[src/rtl/serial_subtractor_pkg.sv]
// Shared widths and FSM encoding for the bit-serial subtractor.
package serial_subtractor_pkg;
  localparam int W  = 8;
  localparam int CW = 3;

  typedef enum logic [1:0] {
    ST_IDLE  = 2'd0,
    ST_SHIFT = 2'd1,
    ST_DONE  = 2'd2
  } state_e;
endpackage

[src/rtl/serial_subtractor_bit.sv]
// One-bit full subtractor: d = a - b - br_in, with borrow out.
module full_subtractor_bit (
  input  logic a,
  input  logic b,
  input  logic br_in,
  output logic d,
  output logic br_out
);
  assign d      = a ^ b ^ br_in;
  assign br_out = (~a & b) | (~(a ^ b) & br_in);
endmodule

[src/rtl/serial_subtractor.sv]
// Bit-serial 8-bit subtractor, LSB first, one bit per clock through a single
// full subtractor cell; result and borrow are published only on completion.
module serial_subtractor
  import serial_subtractor_pkg::*;
(
  input  logic         clk,
  input  logic         rst_n,
  input  logic [W-1:0] A,
  input  logic [W-1:0] B,
  input  logic         B_IN,
  input  logic         START,
  output logic         BUSY,
  output logic         DONE,
  output logic [W-1:0] Y,
  output logic         B_OUT
);
  state_e          state_q, state_d;
  logic [CW-1:0]   cnt_q, cnt_d;
  logic [W-1:0]    a_q, a_d, b_q, b_d, res_q, res_d, y_q, y_d;
  logic            br_q, br_d, bout_q, bout_d;
  logic            d_bit, br_nxt;

  full_subtractor_bit u_fsb (
    .a     (a_q[0]),
    .b     (b_q[0]),
    .br_in (br_q),
    .d     (d_bit),
    .br_out(br_nxt)
  );

  always_comb begin
    state_d = state_q;
    cnt_d   = cnt_q;
    a_d     = a_q;
    b_d     = b_q;
    res_d   = res_q;
    br_d    = br_q;
    y_d     = y_q;
    bout_d  = bout_q;
    case (state_q)
      ST_IDLE, ST_DONE: begin
        if (START) begin
          a_d     = A;
          b_d     = B;
          br_d    = B_IN;
          res_d   = '0;
          cnt_d   = '0;
          state_d = ST_SHIFT;
        end else begin
          state_d = ST_IDLE;
        end
      end
      ST_SHIFT: begin
        a_d   = a_q >> 1;
        b_d   = b_q >> 1;
        br_d  = br_nxt;
        res_d = {d_bit, res_q[W-1:1]};
        cnt_d = cnt_q + 1'b1;
        // Final bit: counter wraps to 0 and the completed word goes out.
        if (cnt_q == CW'(W-1)) begin
          y_d     = {d_bit, res_q[W-1:1]};
          bout_d  = br_nxt;
          state_d = ST_DONE;
        end
      end
      default: state_d = ST_IDLE;
    endcase
  end

  always_ff @(posedge clk or negedge rst_n) begin
    if (!rst_n) begin
      state_q <= ST_IDLE;
      cnt_q   <= '0;
      a_q     <= '0;
      b_q     <= '0;
      res_q   <= '0;
      br_q    <= 1'b0;
      y_q     <= '0;
      bout_q  <= 1'b0;
    end else begin
      state_q <= state_d;
      cnt_q   <= cnt_d;
      a_q     <= a_d;
      b_q     <= b_d;
      res_q   <= res_d;
      br_q    <= br_d;
      y_q     <= y_d;
      bout_q  <= bout_d;
    end
  end

  assign BUSY  = (state_q == ST_SHIFT);
  assign DONE  = (state_q == ST_DONE);
  assign Y     = y_q;
  assign B_OUT = bout_q;
endmodule

[config.mk]
export PLATFORM = sky130hd
export DESIGN_NAME = serial_subtractor
export DESIGN_NICKNAME = d
export VERILOG_FILES = /design/src/rtl/serial_subtractor_pkg.sv /design/src/rtl/serial_subtractor_bit.sv /design/src/rtl/serial_subtractor.sv
export SDC_FILE = /design/constraint.sdc
export NUM_CORES = 1
export LEC_CHECK = 0
export ABC_CLOCK_PERIOD_IN_PS = 1600
export CORE_MARGIN = 2
export CORE_UTILIZATION = 40
export CTS_CLUSTER_SIZE = 24
export DETAILED_ROUTE_END_ITERATION = 12
export SYNTH_ARGS = -nofsm -noshare
export SYNTH_HDL_FRONTEND = slang
export SYNTH_SLANG_ARGS = --single-unit
[constraint.sdc]
create_clock -name clk -period 1.6 [get_ports clk]
set_input_delay 0.16 -clock clk [delete_from_list [all_inputs] [get_ports clk]]
set_output_delay 0.16 -clock clk [all_outputs]
set_load 0.01 [all_outputs]
==> flow_metrics.py <==
metrics = {
    "outcome": {
        "status": "complete, no violations",
    },
    "clock_network": {
        "cts-htree-levels": 2,
        "cts.path.max_buffers": 2,
        "total_clock_buffers_created_by_cts": 5,
        "number_of_sinks_driven_by_the_clock_tree": 38,
        "ctsRootBufferMaster": "sky130_fd_sc_hd__clkbuf_8",
        "worst_skew_pair.late_latency_ns": 0.28,
        "clock_tree_from_tritoncts": "built",
        "worst_setup_hold_path_clk_slew_ns": 0.07,
    },
    "grt": {
        "total_grt_overflow": 0,
        "grt_first_pass_wirelength_um": 5870,
        "overall_fraction_of_global_route_tracks_in_use_pct": 14.9,
        "grt_antenna_before_repair": 0,
        "via_count_of_the_first_global_routing_pass": 1274,
        "pin_count_of_the_biggest_net_entering_global_routing": 39,
    },
    "place": {
        "placed_cells": 229,
        "detailedPlace.worstSlack_ns": 0.0810,
        "routabilityCongestion": 0.768,
        "dpl.hpwl_um": 2480,
        "place.port_buffers": 30,
    },
    "finish": {
        "multi_input_area_um2": 792,
        "post_route_cells_drive_above_1_share_pct": 19.3,
        "nFillCells": 388,
        "syn2layout_area_growth_pct": 25.4,
        "final_cell_count_no_fill": 239,
        "antenna-diode-count": 0,
        "finalNetCount": 209,
        "sequential_cell_area_um2": 951,
    },
    "sta": {
        "endpoints_failing_setup": 0,
        "maxSlewHeadroom_pct": 68.2,
        "finalHoldViolations": 0,
        "finalWorstPathRequiredPeriod_ns": 1.52,
        "rsz0062_at_grt": "false",
        "tightestPinTransition_ns": 0.477,
        "fin_ws_ns": 0.0836,
        "totalNegativeSetupSlack_ns": 0,
        "maxSlewViolCount": 0,
        "clock_skew_ns": 0.00584,
        "final_min_period_over_clock_period_pct": 94.8,
        "max_freq_ghz": 0.659,
    },
    "synthesis": {
        "synthesized_instance_count": 148,
        "syn_area_per_cell_um2": 12.4,
        "synth_top_family_by_area": "compound AO/OA/AOI/OAI gates",
        "synth_seq_cells": 38,
        "synth-adder-area-share_pct": 2.46,
        "area_fraction_in_compound_gates_after_synthesis_pct": 15.3,
        "synthDistinctLibCells": 30,
        "synth_seq_area_share_pct": 51.9,
        "synthesis.nets": 171,
        "synth_simple_gate_area_share_pct": 10.0,
        "syn_area_um2": 1830,
        "synth.area.mux_share_pct": 14.8,
        "yosys.area_share.xor_xnor_pct": 0.478,
        "yosys_warnings": 0,
    },
    "job": {
        "max_capacitance_violation_count": 0,
    },
    "routing": {
        "wl_um": 3500,
        "drc_violations": 0,
        "vias": 1256,
        "wirelength_per_cell_um": 14.7,
        "initialDrtViolationCount": 53,
        "detail_route.vias_per_cell": 5.26,
        "detail-route-antenna-nets": 0,
        "detail_route.first_pass.iterations": 4,
    },
    "die": {
        "std_cell_rows": 24,
        "dieArea_um2": 5140,
        "height_of_the_chip_um": 71.7,
        "io-pin-count": 31,
        "core_region_area_um2": 4380,
        "floorplan.initialDensity_pct": 41.8,
        "die_w_um": 71.7,
    },
    "setup_path": {
        "critical-path-slowest-cell": "sky130_fd_sc_hd__dfrtp_1",
        "critical_path_arrival_ns": 1.68,
        "crit_top_cell": "sky130_fd_sc_hd__ha_1",
        "setup.worst_path.end_class": "register",
        "crit_path_cell_trace": "ha_1, ha_1, nand3b_4, mux2_2",
        "worstPathRequired_ns": 1.77,
        "cpPeakStageDelay_ns": 0.41,
        "category_of_the_most_critical_setup_path": "reg -> reg",
        "setup.worst_path.start_class": "register",
        "timing.critical_path.fanout_max": 11,
    },
    "min_path": {
        "hp-class": "in -> async",
    },
    "power": {
        "fin_total_pwr_mw": 4.20,
        "power.density_nw_per_um2": 1830,
        "worst_ir_drop_vdd_mv": 0.778,
        "power.static_leakage_nw": 1.03,
    },
}
-- state kept, by name, summed over array words and instances (netlist names) --
name	count
B_OUT	1
Y	8
a_q	8
b_q	8
br_q	1
cnt_q	3
res_q	7
state_q	2
-- synth_stat cells --
library cell	count	area, µm²
sky130_fd_sc_hd__dfrtp_1	38	951
sky130_fd_sc_hd__a22o_1	11	96.3
sky130_fd_sc_hd__mux2i_1	11	110
sky130_fd_sc_hd__a211oi_1	10	75.1
sky130_fd_sc_hd__a21oi_1	10	50.1
sky130_fd_sc_hd__nor2b_1	10	62.6
sky130_fd_sc_hd__mux2_4	7	105
sky130_fd_sc_hd__mux2_2	5	56.3
sky130_fd_sc_hd__o21ai_0	5	25.0
sky130_fd_sc_hd__nor2_1	4	15.0
sky130_fd_sc_hd__buf_2	3	15.0
sky130_fd_sc_hd__buf_4	3	22.5
sky130_fd_sc_hd__buf_6	3	33.8
sky130_fd_sc_hd__inv_1	3	11.3
sky130_fd_sc_hd__nor3_1	3	15.0
sky130_fd_sc_hd__o22ai_1	3	18.8
sky130_fd_sc_hd__a21o_1	2	15.0
sky130_fd_sc_hd__ha_1	2	25.0
sky130_fd_sc_hd__nand2_1	2	7.51
sky130_fd_sc_hd__nand2b_1	2	12.5
sky130_fd_sc_hd__nand3_1	2	10.0
sky130_fd_sc_hd__and2b_1	1	7.51
sky130_fd_sc_hd__clkbuf_1	1	3.75
sky130_fd_sc_hd__fa_1	1	20.0
sky130_fd_sc_hd__inv_4	1	6.26
sky130_fd_sc_hd__nand2b_4	1	13.8
sky130_fd_sc_hd__nand3b_4	1	20.0
sky130_fd_sc_hd__nor2_4	1	11.3
sky130_fd_sc_hd__nor2b_2	1	8.76
sky130_fd_sc_hd__xnor2_1	1	8.76
-- path summary, 6_finish.rpt --
| kind | startpoint | endpoint | slack (ns) | depth (start not counted) |
|---|---|---|---|---|
| worst max-delay path | cnt_q[0] | Y[0] | 0.08 | 4 |
| worst min-delay path | rst_n | Y[2] | 0.45 | 3 |
| worst max register to register | cnt_q[0] | Y[0] | 0.08 | 4 |
| worst min register to register | B_OUT | B_OUT | 0.49 | 2 |
| max in group asynchronous | rst_n | state_q[0] | 0.81 | 3 |
| min in group clk | B_OUT | B_OUT | 0.49 | 2 |
-- final cells by class --
| class | instances | area share (%) |
|---|---|---|
| clock buffer | 7 | 3.76 |
| clock inverter | 1 | 0.218 |
| inverter | 4 | 0.762 |
| multi-input combinational | 96 | 34.5 |
| sequential | 38 | 41.4 |
| tap | 52 | 2.83 |
| timing repair buffer | 41 | 16.6 |
-- report_power, final --
| group | total, mW | internal [mW] | switching (mW) |
|---|---|---|---|
| sequential | 1.73 | 1.41 | 0.313 |
| combinational | 1.81 | 1.04 | 0.769 |
| clock | 0.661 | 0.347 | 0.314 |
-- cells in the final DEF, fill, tap and decap left out, drive strengths merged, types with 2 or more instances in the layout --
cell	count
nand2	2
clkbuf	7
a21o	2
a211oi	10
nor3	3
inv	4
nand3	2
dfrtp	38
nor2b	11
o21ai	5
ha	2
nand2b	3
mux2	12
a22o	11
a21oi	10
nor2	5
mux2i	11
buf	11
o22ai	3
clkdlybuf4s50	27
-- layer usage --
metal	GRT usage (%)	part of all wire [%]
met5	0	0
met4	5.66	1.1
met3	3.94	5.2
met2	23.9	48
met1	19.3	46
-- repair_timing --
| action | in CTS | in global routing |
|---|---|---|
| setup buffers | 1 | 0 |
| endpoints found under the setup margin | 2 | 1 |
| pin swaps | 0 | 0 |
| hold endpoints to repair | 38 | 0 |
| resized for setup | 2 | 1 |
| hold buffers | 1 | 0 |
-- stage by stage --
step / utilization (%) / instance area, µm² / hold slack [ns]
global placement: 49.9 / 2190 / 0.239
global route: 52.4 / 2300 / 0.514
finish: 52.4 / 2300 / 0.454
floorplan: - / 1830 / -0.136
CTS: 52.4 / 2300 / 0.468
detailed placement: 49.9 / 2190 / 0.243
-- worst max-delay path: cells and delay by family, from the launching register on --
family | cells | cell delay [ns]
multiplexers | 1 | 0.36
adder cells (fa/ha/maj) | 2 | 0.43
AND/OR/NAND/NOR | 1 | 0.20
flip-flops | 1 | 0.41
-- cell families (layout without fill, tap and decap cells) --
group | after synthesis | in the layout
AOI/OAI and AO/OA | 41 | 41
xor gates and xnor gates | 1 | 1
adders and majority gates | 3 | 3
buffers and inverters | 14 | 53
DFF | 38 | 38
muxes | 23 | 23
and+or+nand+nor | 28 | 28
Power figures use the tool's default switching activity.
